## config.mk

```make
export PLATFORM = sky130hd
export DESIGN_NAME = fetch_queue_nway
export DESIGN_NICKNAME = d
export VERILOG_FILES = /design/src/rtl/fetch_queue_nway.sv
export SDC_FILE = /design/constraint.sdc
export NUM_CORES = 2
export LEC_CHECK = 0
export CAP_MARGIN = 20
export CORE_ASPECT_RATIO = 2
export CORE_UTILIZATION = 45
export CTS_CLUSTER_SIZE = 10
export DETAILED_ROUTE_END_ITERATION = 8
export DONT_BUFFER_PORTS = 1
export PLACE_DENSITY = 0.68
export SLEW_MARGIN = 30
export SYNTH_ARGS = -nofsm -noshare
export SYNTH_HDL_FRONTEND = slang
export SYNTH_SLANG_ARGS = --single-unit
```

## constraint.sdc

```tcl
create_clock -name clk -period 26.3 [get_ports clk]
set_input_delay 5.26 -clock clk [delete_from_list [all_inputs] [get_ports clk]]
set_output_delay 5.26 -clock clk [all_outputs]
set_load 0.01 [all_outputs]
```

## src/rtl/fetch_queue_nway.sv

```systemverilog
// -----------------------------------------------------------------------------
// fetch_queue_nway
//
// Instruction fetch queue between the ICache/BPU output and backend decode.
// Each cycle it accepts up to FETCH_W fetched slots under a sparse valid mask.
// The valid slots are packed, in ascending slot order, into a circular buffer.
// The buffer presents its ISSUE_W oldest entries on the output lanes. The
// backend accepts a leading prefix of those lanes.
//
// Ports
//   clk, rst            clock, asynchronous active-high reset
//   flush               drop all stored entries and this cycle's traffic
//   pause               hide output lanes (no dequeue); enqueue still allowed
//   in_valid            per-slot valid mask (FETCH_W)
//   in_inst/pc/...      per-slot payload, slot i in the i-th field of each bus
//   in_ready            room for a full FETCH_W group (registered count only)
//   out_valid           per-lane valid, lane 0 is the oldest entry
//   out_inst/pc/...     per-lane payload, zero on invalid lanes
//   out_ready           per-lane accept; only the leading accepted run counts
//   count               current occupancy
// -----------------------------------------------------------------------------
module fetch_queue_nway #(
    parameter int DEPTH   = 16,
    parameter int FETCH_W = 2,
    parameter int ISSUE_W = 2,
    parameter int ECODE_W = 7
) (
    input  logic                         clk,
    input  logic                         rst,
    input  logic                         flush,
    input  logic                         pause,

    input  logic [FETCH_W-1:0]           in_valid,
    input  logic [FETCH_W*32-1:0]        in_inst,
    input  logic [FETCH_W*32-1:0]        in_pc,
    input  logic [FETCH_W-1:0]           in_excp,
    input  logic [FETCH_W*ECODE_W-1:0]   in_ecode,
    input  logic [FETCH_W-1:0]           in_is_branch,
    input  logic [FETCH_W-1:0]           in_pre_taken,
    input  logic [FETCH_W*32-1:0]        in_pre_target,
    output logic                         in_ready,

    output logic [ISSUE_W-1:0]           out_valid,
    output logic [ISSUE_W*32-1:0]        out_inst,
    output logic [ISSUE_W*32-1:0]        out_pc,
    output logic [ISSUE_W*32-1:0]        out_pre_target,
    output logic [ISSUE_W-1:0]           out_excp,
    output logic [ISSUE_W-1:0]           out_is_branch,
    output logic [ISSUE_W-1:0]           out_pre_taken,
    output logic [ISSUE_W*ECODE_W-1:0]   out_ecode,
    input  logic [ISSUE_W-1:0]           out_ready,

    output logic [$clog2(DEPTH):0]       count
);

    localparam int PTR_W = $clog2(DEPTH);
    localparam int CNT_W = PTR_W + 1;

    typedef logic [PTR_W-1:0] ptr_t;
    typedef logic [CNT_W-1:0] cnt_t;

    typedef struct packed {
        logic [31:0]        inst;
        logic [31:0]        pc;
        logic [31:0]        pre_target;
        logic [ECODE_W-1:0] ecode;
        logic               excp;
        logic               is_branch;
        logic               pre_taken;
    } entry_t;

    // -------------------------------------------------------------------------
    // State
    // -------------------------------------------------------------------------
    entry_t mem [DEPTH];
    ptr_t   head;
    ptr_t   tail;

    // -------------------------------------------------------------------------
    // Input side: slot unpacking and compaction offsets
    // -------------------------------------------------------------------------
    entry_t in_entry [FETCH_W];
    cnt_t   slot_off [FETCH_W];
    cnt_t   n_enq;
    cnt_t   n_add;
    logic   enq_fire;

    always_comb begin
        for (int i = 0; i < FETCH_W; i++) begin
            in_entry[i].inst       = in_inst[32*i +: 32];
            in_entry[i].pc         = in_pc[32*i +: 32];
            in_entry[i].pre_target = in_pre_target[32*i +: 32];
            in_entry[i].ecode      = in_ecode[ECODE_W*i +: ECODE_W];
            in_entry[i].excp       = in_excp[i];
            in_entry[i].is_branch  = in_is_branch[i];
            in_entry[i].pre_taken  = in_pre_taken[i];
        end
    end

    // The offset of a slot is the number of valid slots below it. Invalid
    // slots therefore leave no hole in the buffer.
    // NOTE: every variable written in a combinational block gets a value before
    // any conditional update; otherwise a latch is inferred.
    always_comb begin
        n_enq = '0;
        for (int i = 0; i < FETCH_W; i++) begin
            slot_off[i] = n_enq;
            if (in_valid[i]) begin
                n_enq = n_enq + 1'b1;
            end
        end
    end

    // Backpressure looks only at the registered occupancy. A dequeue in the
    // same cycle does not open room early, so in_ready has no path from out_ready.
    assign in_ready = (count <= cnt_t'(DEPTH - FETCH_W));
    assign enq_fire = in_ready && (|in_valid) && !flush;
    assign n_add    = enq_fire ? n_enq : '0;

    // -------------------------------------------------------------------------
    // Output lanes: combinational view of the oldest ISSUE_W entries
    // -------------------------------------------------------------------------
    entry_t lane_entry [ISSUE_W];

    always_comb begin
        for (int i = 0; i < ISSUE_W; i++) begin
            lane_entry[i] = mem[head + ptr_t'(i)];
        end
    end

    always_comb begin
        out_valid      = '0;
        out_inst       = '0;
        out_pc         = '0;
        out_pre_target = '0;
        out_excp       = '0;
        out_is_branch  = '0;
        out_pre_taken  = '0;
        out_ecode      = '0;
        for (int i = 0; i < ISSUE_W; i++) begin
            out_valid[i] = !pause && !flush && (cnt_t'(i) < count);
            // Invalid lanes drive zero payload. Stale buffer contents never
            // reach the backend.
            if (out_valid[i]) begin
                out_inst[32*i +: 32]             = lane_entry[i].inst;
                out_pc[32*i +: 32]               = lane_entry[i].pc;
                out_pre_target[32*i +: 32]       = lane_entry[i].pre_target;
                out_ecode[ECODE_W*i +: ECODE_W]  = lane_entry[i].ecode;
                out_excp[i]                      = lane_entry[i].excp;
                out_is_branch[i]                 = lane_entry[i].is_branch;
                out_pre_taken[i]                 = lane_entry[i].pre_taken;
            end
        end
    end

    // -------------------------------------------------------------------------
    // Dequeue: length of the leading run of valid & ready lanes
    // -------------------------------------------------------------------------
    cnt_t deq_k;
    logic deq_run;

    // A gap ends the run. Ready bits on later lanes are ignored, so the
    // backend can only take entries in order. A flush or pause clears
    // out_valid, which forces deq_k to 0.
    always_comb begin
        deq_k   = '0;
        deq_run = 1'b1;
        for (int i = 0; i < ISSUE_W; i++) begin
            deq_run = deq_run && out_valid[i] && out_ready[i];
            if (deq_run) begin
                deq_k = deq_k + 1'b1;
            end
        end
    end

    // -------------------------------------------------------------------------
    // Storage write
    // -------------------------------------------------------------------------
    // NOTE: the entry array has no reset. head, tail and count alone decide
    // what is live, so resetting the RAM would only cost area and reset fan-out.
    always_ff @(posedge clk) begin
        if (enq_fire) begin
            for (int i = 0; i < FETCH_W; i++) begin
                if (in_valid[i]) begin
                    mem[tail + ptr_t'(slot_off[i])] <= in_entry[i];
                end
            end
        end
    end

    // -------------------------------------------------------------------------
    // Pointers and occupancy
    // -------------------------------------------------------------------------
    // Pointers are exactly PTR_W bits wide, so the adds wrap modulo DEPTH.
    // count is one bit wider, which separates full from empty.
    // NOTE: registered state uses non-blocking assignments. Every flop then
    // samples pre-edge values, whatever order the blocks are evaluated in.
    always_ff @(posedge clk or posedge rst) begin
        if (rst) begin
            head  <= '0;
            tail  <= '0;
            count <= '0;
        end else if (flush) begin
            head  <= '0;
            tail  <= '0;
            count <= '0;
        end else begin
            head  <= head + ptr_t'(deq_k);
            tail  <= tail + ptr_t'(n_add);
            count <= count + n_add - deq_k;
        end
    end

endmodule

```

==> results.yml <==
status:
  outcome: "finished, final reports clean"
cts:
  post_cts_buffers: 0
  htreeDepth: 4
  clkLatencyLatePin_ns: 0.85
  numCtsBuffers: 200
  cts_tree: "built"
  cts_resized: 0
  ctsHoldBuffers: 0
  clock_path_buffers: 4
  path_clk_slew_ns: 0.06
  cts-root-buf: "clkbuf_16"
  clock_sinks: 1709
yosys:
  ys_ff_latch: 1709
  yosysUniqueCellTypes: 54
  async_flop_share_pct: 0.7607
  ys_seq_area_share_pct: 51.57
  synth_top_area_share_pct: 51.25
  synth_area_leaders: "edfxtp_1 (51%), mux4_2 (19%), mux2_2 (17%)"
  avgSynthCellArea_um2: 17.36
  syn_inst: 5725
  synth_top_cell_by_area: "edfxtp_1"
  synth.net_count: 5966
  synth_edf_count: 1696
  synthFlopType: "edfxtp_1"
  syn_area_mm2: 0.09938
  yosys_warnings: 0
hold_path:
  min_to: "count[0]"
  worstHoldStart: "count[0]"
  holdPathStages: 2
  holdCritPathClass: "flip-flop to flip-flop"
finish:
  final_common_cell: "edfxtp_1"
  layout_common_cells: "edfxtp_1 (1,696), mux2_2 (1,495), mux4_2 (848)"
  nFillCells: 18110
  seqCellArea_mm2: 0.05127
  fin_area_mm2: 0.1070
  final_util_pct: 48.81
  multi_input_area_mm2: 0.04531
  drive_above_1_share_pct: 50.98
  nets: 5609
  area_delta_synth_final_pct: 7.652
critical_path:
  max_stage_delay_ns: 0.85
  critPathTopFamily: "compound AO/OA/AOI/OAI gates"
  worstReg2RegEnd: "mem[2][4]"
  r2r-start: "count[4]"
  reg2reg_depth: 10
  cp-start-kind: "input pin"
  cp.required_ns: 21.04
  worstPathArrival_ns: 8.04
  critPathSlowestCell: "o22ai_1"
  critPathMaxFanout: 39
  path_buf_inv: 2
  cp_common_cell: "buf_4"
  worst_setup_path_end_kind: "output pin"
  critPathKind: "input pin to output pin"
  ff2ff_setup_slack_ns: 20.76
  crit_chain: "a211oi_2, nand2b_4, buf_4, buf_4, o22ai_1"
sta:
  worst_pin_slew_ns: 1.257
  min_period_ns: 13.30
  hold_viol_final: 0
  drv_slew: 0
  max_freq_ghz: 0.07519
  setup-tns-final_ns: 0
  finalSetupViolCount: 0
  relSlewSlack_pct: 16.19
  clock_skew_ns: 0.03854
  period_share_pct: 50.57
  rsz0062_at_grt: "no"
power_and_ir_drop:
  power_density_mw_per_mm2: 64.69
  p_leak_uw: 0.03153
  peakVddDrop_mv: 0.07204
  total_power_uw: 6921
global_routing:
  grt_pass1_vias: 62200
  grt_max_degree: 141
  grt_pass1_wl_mm: 465.0
  overflow: 0
  track_usage_pct: 29.59
  antenna_found_initial: 3
run:
  cap_violations: 0
die:
  core_mm2: 0.2192
  io_pins: 440
  die_area_mm2: 0.2228
  initial_core_util_pct: 45.34
  die-height_um: 666.6
  die_w_um: 334.3
  fp-row-count: 243
detailed_routing:
  ant_nets: 0
  drt_wl_total_mm: 335.1
  drt_iter0_markers: 5434
  dr.pass1.iters: 6
  viasPerCell: 7.004
  vias: 58430
  wl_per_cell_um: 40.16
  drcViolationCount: 0
placement:
  port_buffers: 0
  gp_congestion: 0.7913
  placed_area_mm2: 0.1016
  dp_hpwl_mm: 184.0
==> cell usage after synthesis (2+ instances only) <==
cell type / instances
a21o_1: 3
a21oi_1: 4
a31o_2: 2
a41o_1: 2
and3_1: 5
buf_1: 66
buf_2: 222
buf_4: 37
buf_6: 25
clkbuf_1: 331
dfrtp_1: 13
edfxtp_1: 1696
fa_1: 2
ha_1: 19
inv_1: 15
mux2_1: 172
mux2_2: 1495
mux2_4: 29
mux2i_1: 425
mux4_2: 848
nand2_1: 9
nand2_2: 8
nand2b_1: 6
nand3_1: 5
nor2_1: 13
nor2_2: 4
nor2b_1: 10
nor3_1: 3
o21ai_0: 2
o22ai_1: 215
o31ai_1: 5
or2_2: 2
xnor2_1: 5
xor2_1: 7
==> flip-flops by register name, indices dropped and copies added (netlist names) <==
name   flops
mem     1696
count      5
head       4
tail       4
==> routing by layer <==
metal / global-route usage, % / vias to the layer above / share of wire, %
met1: 35.85 / 31580 / 37
met3: 6.560 / 834 / 8.5
met5: 0 / - / 0
li1: - / 22970 / -
met4: 14.00 / 0 / 5.2
met2: 49.95 / 3053 / 50
==> report_power, final <==
part / internal (µW) / leakage, µW / switching [µW] / total [µW]
clock network: 1370 / 0.00258 / 1080 / 2450
registers: 3060 / 0.0155 / 33.7 / 3090
logic: 662 / 0.0135 / 716 / 1380
==> stage by stage <==
stage                     hold WS, ns  setup slack (ns)  cells
final                          0.7976             13.00   8343
after global routing           0.8474             12.95   8343
after CTS                      0.8129             12.61   8338
after detailed placement       0.7940             12.62   8102
after global placement         0.7540             12.74   8094
after floorplan                0.6099             8.779   5725
==> area by class of cell <==
cell class,count,share of cell area (%)
antenna,1,0.002339
clock buffer,223,4.798
clock inverter,13,0.1275
inverter,16,0.05613
multi-input combinational,3318,42.35
sequential,1709,47.92
tap,2940,3.438
timing repair buffer,123,1.307
==> tightest hold or removal path: stages, from the launching register on <==
cell	delay, ns
dfrtp_1	0.47
ha_1	0.17
nor2b_1	0.11
==> cell families after synthesis <==
group / Yosys count / share of synthesized area, %
buf+inv: 698 / 3.246
fa+ha+maj: 21 / 0.2795
flops: 1709 / 51.57
xor+xnor: 13 / 0.1221
simple gates: 73 / 0.4054
mux: 2969 / 42.82
compound gates: 242 / 1.551
==> worst max-delay path by stage <==
stage               slack [ns]         from  depth (start not counted)          to
floorplan                 8.78  in_valid[0]                          5   mem[1][0]
global route             12.95        flush                          5  out_pc[41]
finish                   13.00        flush                          5  out_pc[41]
detailed placement       12.62        flush                          5  out_pc[41]
CTS                      12.61        flush                          5  out_pc[41]
global placement         12.74        flush                          5  out_pc[41]
Power figures use the tool's default switching activity.
